`config.mk`:
```
export PLATFORM = sky130hd
export DESIGN_NAME = rtc_bus_arbiter
export DESIGN_NICKNAME = d
export VERILOG_FILES = /design/src/rtl/rtc_bus_pkg.sv /design/src/rtl/rtc_phase_timer.sv /design/src/rtl/rtc_bus_arbiter.sv
export SDC_FILE = /design/constraint.sdc
export NUM_CORES = 1
export LEC_CHECK = 0
export BUFFER_PORTS_ARGS = -buffer_cell sky130_fd_sc_hd__buf_4
export CORE_UTILIZATION = 46
export CTS_CLUSTER_SIZE = 12
export DETAILED_ROUTE_END_ITERATION = 7
export GPL_TIMING_DRIVEN = 0
export HOLD_SLACK_MARGIN = 0.12
export PLACE_DENSITY = 0.85
export SYNTH_ARGS = -nofsm -noshare
export SYNTH_HDL_FRONTEND = slang
export SYNTH_SLANG_ARGS = --single-unit
```
`constraint.sdc`:
```
create_clock -name clk -period 2.45 [get_ports clk]
set_clock_uncertainty 0.2 [all_clocks]
set_input_delay 0.49 -clock clk [delete_from_list [all_inputs] [get_ports clk]]
set_output_delay 0.49 -clock clk [all_outputs]
set_load 0.005 [all_outputs]
```
`src/rtl/rtc_bus_pkg.sv`:
```
// Shared types and constants for the RTC bus arbiter.
package rtc_bus_pkg;

  localparam int DEFAULT_PHASE_CYCLES = 74;

  // Requester identifiers, in descending grant priority.
  localparam logic [1:0] ID_INIT = 2'd0;
  localparam logic [1:0] ID_WR   = 2'd1;
  localparam logic [1:0] ID_RD   = 2'd2;

  // One bus transaction: address phase (A_*) then data phase (D_*),
  // each split into setup / strobe / hold, followed by a one-cycle DONE.
  typedef enum logic [2:0] {
    IDLE     = 3'd0,
    A_SETUP  = 3'd1,
    A_STROBE = 3'd2,
    A_HOLD   = 3'd3,
    D_SETUP  = 3'd4,
    D_STROBE = 3'd5,
    D_HOLD   = 3'd6,
    DONE     = 3'd7
  } state_e;

  // Successor of a timed sub-phase once its timer expires.
  function automatic state_e next_phase(input state_e s);
    case (s)
      A_SETUP:  return A_STROBE;
      A_STROBE: return A_HOLD;
      A_HOLD:   return D_SETUP;
      D_SETUP:  return D_STROBE;
      D_STROBE: return D_HOLD;
      D_HOLD:   return DONE;
      default:  return IDLE;
    endcase
  endfunction

endpackage

```
`src/rtl/rtc_phase_timer.sv`:
```
// Sub-phase timer: counts 1..PHASE_CYCLES and flags the last cycle.
module rtc_phase_timer #(
  parameter int CNT_W        = 12,
  parameter int PHASE_CYCLES = 74
) (
  input  logic clk_i,
  input  logic reset_i,
  input  logic clear_i,
  output logic expire_o
);

  localparam logic [CNT_W-1:0] CNT_ONE  = CNT_W'(1);
  localparam logic [CNT_W-1:0] CNT_LAST = CNT_W'(PHASE_CYCLES);

  logic [CNT_W-1:0] cnt_q;
  logic [CNT_W-1:0] cnt_d;

  // Next count: park at 1 while cleared, wrap to 1 after the last cycle.
  always_comb begin
    cnt_d = cnt_q + CNT_ONE;
    if (clear_i || (cnt_q == CNT_LAST)) begin
      cnt_d = CNT_ONE;
    end
  end

  // Counter register.
  always_ff @(posedge clk_i) begin
    if (reset_i) begin
      cnt_q <= CNT_ONE;
    end else begin
      cnt_q <= cnt_d;
    end
  end

  assign expire_o = !clear_i && (cnt_q == CNT_LAST);

endmodule

```
`src/rtl/rtc_bus_arbiter.sv`:
```
// Fixed-priority arbiter and timed transaction engine for the RTC
// multiplexed address/data bus. Priority: init, then write, then read.
// Requests are levels sampled only in IDLE; the winner's address, data
// and direction are latched at the grant edge and the transaction runs
// to completion regardless of later request or operand changes.
module rtc_bus_arbiter
  import rtc_bus_pkg::*;
#(
  parameter int PHASE_CYCLES = DEFAULT_PHASE_CYCLES,
  parameter int CNT_W        = 12
) (
  input  logic       clk,
  input  logic       reset,
  input  logic       init_req,
  input  logic [7:0] init_addr,
  input  logic [7:0] init_data,
  input  logic       wr_req,
  input  logic [7:0] wr_addr,
  input  logic [7:0] wr_data,
  input  logic       rd_req,
  input  logic [7:0] rd_addr,
  output logic       init_done,
  output logic       wr_done,
  output logic       rd_done,
  output logic [7:0] rd_data,
  output logic       busy,
  output logic       cs_n,
  output logic       rd_n,
  output logic       wr_n,
  output logic       ad_sel,
  output logic [7:0] ad_out,
  output logic       ad_oe,
  input  logic [7:0] ad_in,
  output state_e     dbg_state_o
);

  state_e     state_q, state_d;
  logic [1:0] id_q, id_d;
  logic [7:0] addr_q, addr_d;
  logic [7:0] data_q, data_d;
  logic       wr_q, wr_d;          // 1 = write transaction, 0 = read

  logic       cs_n_q, cs_n_d;
  logic       rd_n_q, rd_n_d;
  logic       wr_n_q, wr_n_d;
  logic       ad_sel_q, ad_sel_d;
  logic       ad_oe_q, ad_oe_d;
  logic [7:0] ad_out_q, ad_out_d;
  logic [7:0] rd_data_q, rd_data_d;
  logic       busy_q, busy_d;
  logic       init_done_q, init_done_d;
  logic       wr_done_q, wr_done_d;
  logic       rd_done_q, rd_done_d;

  logic       timer_clear;
  logic       phase_expire;

  // The timer only runs inside the six timed sub-phases.
  assign timer_clear = (state_q == IDLE) || (state_q == DONE);

  rtc_phase_timer #(
    .CNT_W        (CNT_W),
    .PHASE_CYCLES (PHASE_CYCLES)
  ) u_timer (
    .clk_i    (clk),
    .reset_i  (reset),
    .clear_i  (timer_clear),
    .expire_o (phase_expire)
  );

  // Next state: grant in IDLE, step through sub-phases on timer expiry.
  always_comb begin
    state_d = state_q;
    id_d    = id_q;
    addr_d  = addr_q;
    data_d  = data_q;
    wr_d    = wr_q;
    case (state_q)
      IDLE: begin
        if (init_req) begin
          state_d = A_SETUP;
          id_d    = ID_INIT;
          addr_d  = init_addr;
          data_d  = init_data;
          wr_d    = 1'b1;
        end else if (wr_req) begin
          state_d = A_SETUP;
          id_d    = ID_WR;
          addr_d  = wr_addr;
          data_d  = wr_data;
          wr_d    = 1'b1;
        end else if (rd_req) begin
          state_d = A_SETUP;
          id_d    = ID_RD;
          addr_d  = rd_addr;
          wr_d    = 1'b0;
        end
      end
      DONE: begin
        state_d = IDLE;
      end
      default: begin
        if (phase_expire) begin
          state_d = next_phase(state_q);
        end
      end
    endcase
  end

  // Pin values for the coming cycle, derived from the next state so that
  // every output leaves a flop aligned with its state.
  always_comb begin
    cs_n_d      = 1'b1;
    rd_n_d      = 1'b1;
    wr_n_d      = 1'b1;
    ad_sel_d    = 1'b0;
    ad_oe_d     = 1'b0;
    ad_out_d    = 8'h00;
    busy_d      = (state_d != IDLE);
    init_done_d = 1'b0;
    wr_done_d   = 1'b0;
    rd_done_d   = 1'b0;
    rd_data_d   = rd_data_q;
    // Capture the RTC's read byte on the final strobe cycle.
    if ((state_q == D_STROBE) && phase_expire && !wr_q) begin
      rd_data_d = ad_in;
    end
    case (state_d)
      A_SETUP, A_STROBE, A_HOLD: begin
        cs_n_d   = 1'b0;
        ad_sel_d = 1'b1;
        ad_oe_d  = 1'b1;
        ad_out_d = addr_d;
        wr_n_d   = (state_d != A_STROBE);
      end
      D_SETUP, D_STROBE, D_HOLD: begin
        cs_n_d = 1'b0;
        if (wr_d) begin
          ad_oe_d  = 1'b1;
          ad_out_d = data_d;
          wr_n_d   = (state_d != D_STROBE);
        end else begin
          rd_n_d   = (state_d != D_STROBE);
        end
      end
      DONE: begin
        init_done_d = (id_d == ID_INIT);
        wr_done_d   = (id_d == ID_WR);
        rd_done_d   = (id_d == ID_RD);
      end
      default: begin
      end
    endcase
  end

  // State, latched operands and registered outputs.
  always_ff @(posedge clk) begin
    if (reset) begin
      state_q     <= IDLE;
      id_q        <= ID_INIT;
      addr_q      <= 8'h00;
      data_q      <= 8'h00;
      wr_q        <= 1'b0;
      cs_n_q      <= 1'b1;
      rd_n_q      <= 1'b1;
      wr_n_q      <= 1'b1;
      ad_sel_q    <= 1'b0;
      ad_oe_q     <= 1'b0;
      ad_out_q    <= 8'h00;
      rd_data_q   <= 8'h00;
      busy_q      <= 1'b0;
      init_done_q <= 1'b0;
      wr_done_q   <= 1'b0;
      rd_done_q   <= 1'b0;
    end else begin
      state_q     <= state_d;
      id_q        <= id_d;
      addr_q      <= addr_d;
      data_q      <= data_d;
      wr_q        <= wr_d;
      cs_n_q      <= cs_n_d;
      rd_n_q      <= rd_n_d;
      wr_n_q      <= wr_n_d;
      ad_sel_q    <= ad_sel_d;
      ad_oe_q     <= ad_oe_d;
      ad_out_q    <= ad_out_d;
      rd_data_q   <= rd_data_d;
      busy_q      <= busy_d;
      init_done_q <= init_done_d;
      wr_done_q   <= wr_done_d;
      rd_done_q   <= rd_done_d;
    end
  end

  assign cs_n        = cs_n_q;
  assign rd_n        = rd_n_q;
  assign wr_n        = wr_n_q;
  assign ad_sel      = ad_sel_q;
  assign ad_oe       = ad_oe_q;
  assign ad_out      = ad_out_q;
  assign rd_data     = rd_data_q;
  assign busy        = busy_q;
  assign init_done   = init_done_q;
  assign wr_done     = wr_done_q;
  assign rd_done     = rd_done_q;
  assign dbg_state_o = state_q;

endmodule

```
==> results of run 1 <==
==> per-stage QoR <==
step	instance area, um^2	hold slack, ns
6_report	3570	0.174
5_1_grt	3570	0.171
4_1_cts	3560	0.173
3_5_place_dp	3340	0.237
3_3_place_gp	3340	0.228
2_1_floorplan	2660	0.212
==> final timing paths <==
kind / startpoint / end / depth (start not counted)
worst max-delay path: dbg_state_o[2] / ad_out[2] / 6
worst min-delay path: ad_in[4] / rd_data[4] / 3
worst max register to register: dbg_state_o[2] / ad_out[2] / 6
worst min register to register: u_timer.cnt_q[0] / u_timer.cnt_q[0] / 1
==> layout make-up <==
| cell class | count | area, um^2 | share of cell area |
|---|---|---|---|
| Timing Repair Buffer | 78 | 586 | 0.164 |
| Clock buffer | 9 | 124 | 0.0347 |
| Buffer | 19 | 159 | 0.0445 |
| Sequential cell | 59 | 1180 | 0.331 |
| Tap cell | 72 | 90.1 | 0.0252 |
| Multi-Input combinational cell | 197 | 1310 | 0.368 |
| Inverter | 5 | 18.8 | 0.00525 |
| Clock inverter | 7 | 101 | 0.0284 |
==> power breakdown <==
part	internal, mW	switching (mW)	total, mW
logic	0.145	0.137	0.283
registers	1.00	0.0204	1.02
clock network	0.578	0.422	1.00
total	1.73	0.580	2.31
==> flip-flops by register name, indices dropped and copies added (netlist names), 2 cells and up <==
register	count
id_q	2
dbg_state_o	3
data_q	8
rd_data	8
addr_q	8
u_timer.cnt_q	12
ad_out	8
==> layer usage <==
| layer | vias to the layer above | global-route usage |
|---|---|---|
| li1 | 1210 | - |
| met1 | 1173 | 0.263 |
| met2 | 96 | 0.391 |
| met3 | 19 | 0.0733 |
| met4 | 0 | 0.133 |
| met5 | - | 0 |
==> synth_stat cells (all sizes together), types with 4 or more instances <==
master,number,area (um^2)
a32o,8,80.1
inv,5,18.8
a21oi,10,50.1
clkbuf,11,95.1
nor2,51,191
nand2b,5,31.3
nor3,5,25.0
o21ai,17,96.4
a221oi,10,87.6
a2bb2oi,4,35.0
o22ai,7,43.8
and3,4,25.0
mux2i,8,80.1
xor2,4,35.0
nand2,11,41.3
dfxtp,59,1180
xnor2,7,61.3
o32ai,8,70.1
nor2b,4,25.0
buf,8,63.8
nand3,8,50.1
==> cell families after synthesis <==
group           Yosys count  share of synthesized area
compound gates           73                      0.210
xor+xnor                 11                     0.0362
fa+ha+maj                 2                    0.00940
buf+inv                  24                     0.0668
flops                    59                      0.444
mux                       8                     0.0301
simple gates            103                      0.204
==> worst min-delay path, cell delays in order <==
cell	delay [ns]
sky130_fd_sc_hd__buf_4	0.08
sky130_fd_sc_hd__mux2i_1	0.05
sky130_fd_sc_hd__nor2_1	0.07
==> qor.txt, run 1 <==
===============================================================================
Run status                                                            completed
Die ar.                                                               6090 um^2
Critical path, cell by cell                                        clkbuf_8 > nor3_1 > clkbuf_1 > nand2b_1 > a2bb2oi_1 > o32ai_1
Flop-to-flop setup slack                                                0.19 ns
Clock insertion delay at the later pin of the skew report               0.35 ns
Vias in the first global route                                            2,446
Slowest cell on crit path                                          sky130_fd_sc_hd__clkbuf_1
Summed instance area of the synthesized netlist                       2660 um^2
Largest net degree at the start of global routing                            13
Clock tree from TritonCTS                                                 built
Primary flip-flop cell chosen by synthesis mapping                 sky130_fd_sc_hd__dfxtp_1
Post-detail-place hpwl                                                  4.88 mm
Headroom to the max-slew limit                                            0.495
Floorplan die width                                                     78.1 um
First-pass detailed-route iteration total                                     4
Number of core rows                                                          27
Post-detailed-route wirelength per cell                                 15.4 um
Ys async rst share                                                            0
CTS clk-pin slew, worst paths                                           0.07 ns
Master cell of the clock root buffer                               sky130_fd_sc_hd__clkbuf_8
Via-to-Cell Ratio                                                          5.60
Gr ovfl total                                                                 0
Cells after synthesis                                                       280
Met2 wire length                                                        3.36 mm
Initial core utilization                                                  0.480
Die extent in y                                                         78.1 um
Total nets after synthesis                                                  335
Post-CTS Hold Buffers                                                         0
Final weighted congestion of routability-driven global placement          0.858
Total negative slack                                                       0 ns
Commonest cells after routing, fill and taps aside                 sky130_fd_sc_hd__buf_4 (78), sky130_fd_sc_hd__dfxtp_1 (59), sky130_fd_sc_hd__nor2_1 (51), sky130_fd_sc_hd__o21ai_0 (16), sky130_fd_sc_hd__clkbuf_8 (14)
H-Tree Depth                                                                  3
DRC                                                                           0
Post-cts repair resize count                                                  0
Std-Cell Core Area                                                    5540 um^2
Setup fix buffers added after clock tree synthesis                            0
Biggest cell delay along the critical path                              0.45 ns
Peak ir drop on the vdd network                                          399 uV
Critical path type                                                      reg2reg
Final net count                                                             424
Layout Utilization                                                        0.645
Vias after detailed routing                                               2,498
Sort of element at the start of the critical path                     flip-flop
Detailed router's first-iteration violation count                           134
Number of violations of the max-capacitance limit                             0
Total inserted antenna cells                                                  0
Maximum clock rate                                                      443 MHz
Clock net sink count                                                         59
Top routing layer in use                                                   met4
Total chip power                                                        2.31 mW
Cell Count Post-Placement                                                   430
Number of filler cells placed in the layout                                 464
Final-report setup violation count                                            0
Buffers added on ports                                                       78
Metal3 WL                                                                506 um
Critical path's top delay family                                   buffers and inverters
Final Slew Violations                                                         0
Power per cell area                                                 645 nW/um^2
Global-route wire length before repair                                  10.9 mm
Leakage power total                                                     1.51 nW
GRT Resource Usage Total                                                  0.234
Endpoint arrival time on the critical path                              2.28 ns
Layout cell share with drive strength beyond 1                            0.318
Slew at the pin closest to its max-slew limit                          0.755 ns
Critical Path RT                                                        2.47 ns
Number of enable-type register cells in the synthesized netlist               0
Met1 WL                                                                 2.77 mm
Layout area overhead                                                      34.3%
Capturing element type of the critical path                           flip-flop
Max clock buf depth                                                           2
Routed WL                                                               6.86 mm
Worst setup timing slack at the placement stage                       0.0993 ns
Maximum fanout encountered on the critical timing path                       10
Number of buffers added by the clock tree synthesis step                      9
Hold violation count in the final report                                      0
Sequential share of the synthesized area                                  0.444
Yosys synthesis warning count                                                 0
Minimum clock period                                                    2.26 ns
Top Ports                                                                    81
Count of unique library cells instantiated by Yosys                          49
Setup repair after global routing missed its margin                       false
Fraction of the cycle the final worst path needs                          0.921
Initial antenna violation count                                               0
Number of synthesized register bits                                          59
Average size of a mapped cell                                         9.50 um^2
Bufs and invs on worst path                                                   2
PnR worst setup slack                                                  0.192 ns
Worst Hold Class                                                         in2reg
Commonest non-fill, non-tap cell in the layout                     sky130_fd_sc_hd__buf_4
Final instance count without filler cells                                   446
Count of antenna-violating nets left after detailed routing                   0
===============================================================================
Note: power is estimated with default switching activity, not from simulation.
==> inputs of run 2 (changes only) <==
--- a/config.mk
+++ b/config.mk
@@ -11,7 +11,7 @@
 export DETAILED_ROUTE_END_ITERATION = 7
 export GPL_TIMING_DRIVEN = 0
 export HOLD_SLACK_MARGIN = 0.12
-export PLACE_DENSITY = 0.85
+export PLACE_DENSITY = 0.73
 export SYNTH_ARGS = -nofsm -noshare
 export SYNTH_HDL_FRONTEND = slang
 export SYNTH_SLANG_ARGS = --single-unit
==> constraint.sdc (replaced) <==
create_clock -name clk -period 2.45 [get_ports clk]
set_clock_uncertainty 0.2 [all_clocks]
set_input_delay 0.735 -clock clk [delete_from_list [all_inputs] [get_ports clk]]
set_output_delay 0.735 -clock clk [all_outputs]
set_load 0.005 [all_outputs]
==> run 2 against run 1 <==
Combinational power is essentially flat. First-iteration DRC count grew 7.5%. Highest routed layer unchanged. Sequential power is essentially flat. Non-clock buffer count is the same. Critical path depth grew 1. Routed wire length shrank 0.41%. Power grew 0.56%. Final area is essentially flat. Flip-flop and latch count is the same. Die area is the same. Final cell count is the same. Critical path type is now in2reg.
==> qor.txt, run 2 (synthesized netlist as in run 1, its figures left out) <==
===============================================================================
Vias after detailed routing                                               2,470
Initial antenna violation count                                               0
Worst Setup EP                                                        ad_out[0]
Top Ports                                                                    81
Post-detailed-route wirelength per cell                                 15.3 um
Largest register FFs                                                         12
Via-to-Cell Ratio                                                          5.54
Number of core rows                                                          27
Hold violation count in the final report                                      0
Post-CTS Hold Buffers                                                         0
CTS clk-pin slew, worst paths                                           0.07 ns
Commonest cells after routing, fill and taps aside                 sky130_fd_sc_hd__buf_4 (78), sky130_fd_sc_hd__dfxtp_1 (59), sky130_fd_sc_hd__nor2_1 (51), sky130_fd_sc_hd__clkbuf_8 (16), sky130_fd_sc_hd__o21ai_0 (16)
Final weighted congestion of routability-driven global placement          0.857
Internal power                                                          1.78 mW
Leakage power total                                                     1.52 nW
Layout area overhead                                                      34.4%
Detailed router's first-iteration violation count                           144
Headroom to the max-slew limit                                            0.507
Reg-to-Reg End                                                        ad_out[0]
Sort of element at the start of the critical path                     input pin
Die extent in y                                                         78.1 um
Final Slew Violations                                                         0
Sw Ratio                                                                  0.235
Launching element of the worst setup path                              init_req
Master cell of the clock root buffer                               sky130_fd_sc_hd__clkbuf_8
GRT Resource Usage Total                                                  0.237
Floorplan die width                                                     78.1 um
Std-Cell Core Area                                                    5540 um^2
Routed WL                                                               6.84 mm
DRC                                                                           0
Worst Hold Class                                                        reg2reg
Post-DP Area                                                          3340 um^2
Clock insertion delay at the later pin of the skew report               0.34 ns
Worst hold path startpoint                                         u_timer.cnt_q[0]
Critical path type                                                       in2reg
Slew at the pin closest to its max-slew limit                          0.736 ns
Power share of the clock group                                            0.437
Worst Reg2Reg Path Length in Cells                                            9
Vias in the first global route                                            2,420
Net switching power of the design                                        544 uW
Endpoint arrival time on the critical path                              2.27 ns
Initial core utilization                                                  0.480
Reg2reg start                                                      u_timer.cnt_q[0]
Max clock buf depth                                                           2
Clock net sink count                                                         59
Run status                                                            completed
Number of violations of the max-capacitance limit                             0
Gr ovfl total                                                                 0
Maximum clock rate                                                      441 MHz
Total negative slack                                                       0 ns
Setup fix buffers added after clock tree synthesis                            0
Critical Path RT                                                        2.46 ns
Final instance area                                                   3580 um^2
Final net count                                                             424
Peak ir drop on the vdd network                                          380 uV
Setup repair after global routing missed its margin                       false
Clock tree from TritonCTS                                                 built
Sequential power share                                                    0.441
Count of antenna-violating nets left after detailed routing                   0
Minimum clock period                                                    2.27 ns
Commonest non-fill, non-tap cell in the layout                     sky130_fd_sc_hd__buf_4
Die ar.                                                               6090 um^2
Post-detail-place hpwl                                                  4.89 mm
Capturing element type of the critical path                           flip-flop
Layout cell share with drive strength beyond 1                            0.316
H-Tree Depth                                                                  3
First-pass detailed-route iteration total                                     5
Power per cell area                                                 649 nW/um^2
Largest net degree at the start of global routing                            11
Total chip power                                                        2.32 mW
Flop-to-flop setup slack                                                0.18 ns
Fraction of the cycle the final worst path needs                          0.925
Total inserted antenna cells                                                  0
Number of buffers added by the clock tree synthesis step                      9
Global-route wire length before repair                                  11.1 mm
Maximum fanout encountered on the critical timing path                       10
Part of the total power dissipated in combinational logic                 0.122
Buffers added on ports                                                       78
Final-report setup violation count                                            0
Register name with the most flops                                  u_timer.cnt_q
===============================================================================
run 2: what timing repair did:
item                       4_1_cts  5_1_grt
setup endpoints to repair        0        1
gates resized for setup          0        1
hold endpoints to repair         0        0
run 2: metal layers:
| layer | vias up | share of wire | track usage |
|---|---|---|---|
| li1 | 1208 | - | - |
| met1 | 1152 | 0.44 | 0.293 |
| met5 | - | 0 | 0 |
| met3 | 16 | 0.052 | 0.0488 |
| met2 | 94 | 0.48 | 0.381 |
| met4 | 0 | 0.028 | 0.141 |
run 2: area by class of cell:
cell class                 instances  area (um^2)
clock buffer                      12          155
sequential                        59         1180
fill                             503         1960
inverter                           5         18.8
timing repair buffer              78          586
buffer                            19          159
clock inverter                     4         72.6
multi-input combinational        197         1310
tap                               72         90.1
run 2: through the flow:
stage               std cells  hold slack [ns]  utilization  setup slack, ns
floorplan                 280            0.212            -           0.0922
global placement          430            0.229        0.602           -0.169
detailed placement        430            0.239        0.602           -0.173
CTS                       446            0.255        0.643            0.141
global route              446            0.283        0.645           0.0803
finish                    446            0.253        0.645            0.184
run 2: critical path, cell delays in order:
cell and delay, ns:
sky130_fd_sc_hd__buf_4 0.12, sky130_fd_sc_hd__or4_4 0.55, sky130_fd_sc_hd__o31a_4 0.32, sky130_fd_sc_hd__o21ai_4 0.14, sky130_fd_sc_hd__nand2b_1 0.17, sky130_fd_sc_hd__buf_6 0.14
sky130_fd_sc_hd__o32ai_1 0.10
run 2: worst min path at each step:
stage / to / cells past startpoint / slack (ns)
detailed placement: u_timer.cnt_q[0] / 1 / 0.24
finish: u_timer.cnt_q[0] / 1 / 0.25
floorplan: u_timer.cnt_q[0] / 1 / 0.21
global route: u_timer.cnt_q[0] / 1 / 0.28
global placement: u_timer.cnt_q[0] / 1 / 0.23
CTS: u_timer.cnt_q[0] / 1 / 0.26
run 2: power groups by stage:
stage               combinational, mW  clock, mW  sequential, mW
floorplan                       0.148          0            1.04
global placement                0.276          0            1.04
detailed placement              0.281          0            1.04
CTS                             0.283       1.02            1.02
global route                    0.309       1.06            1.03
finish                          0.282       1.01            1.02
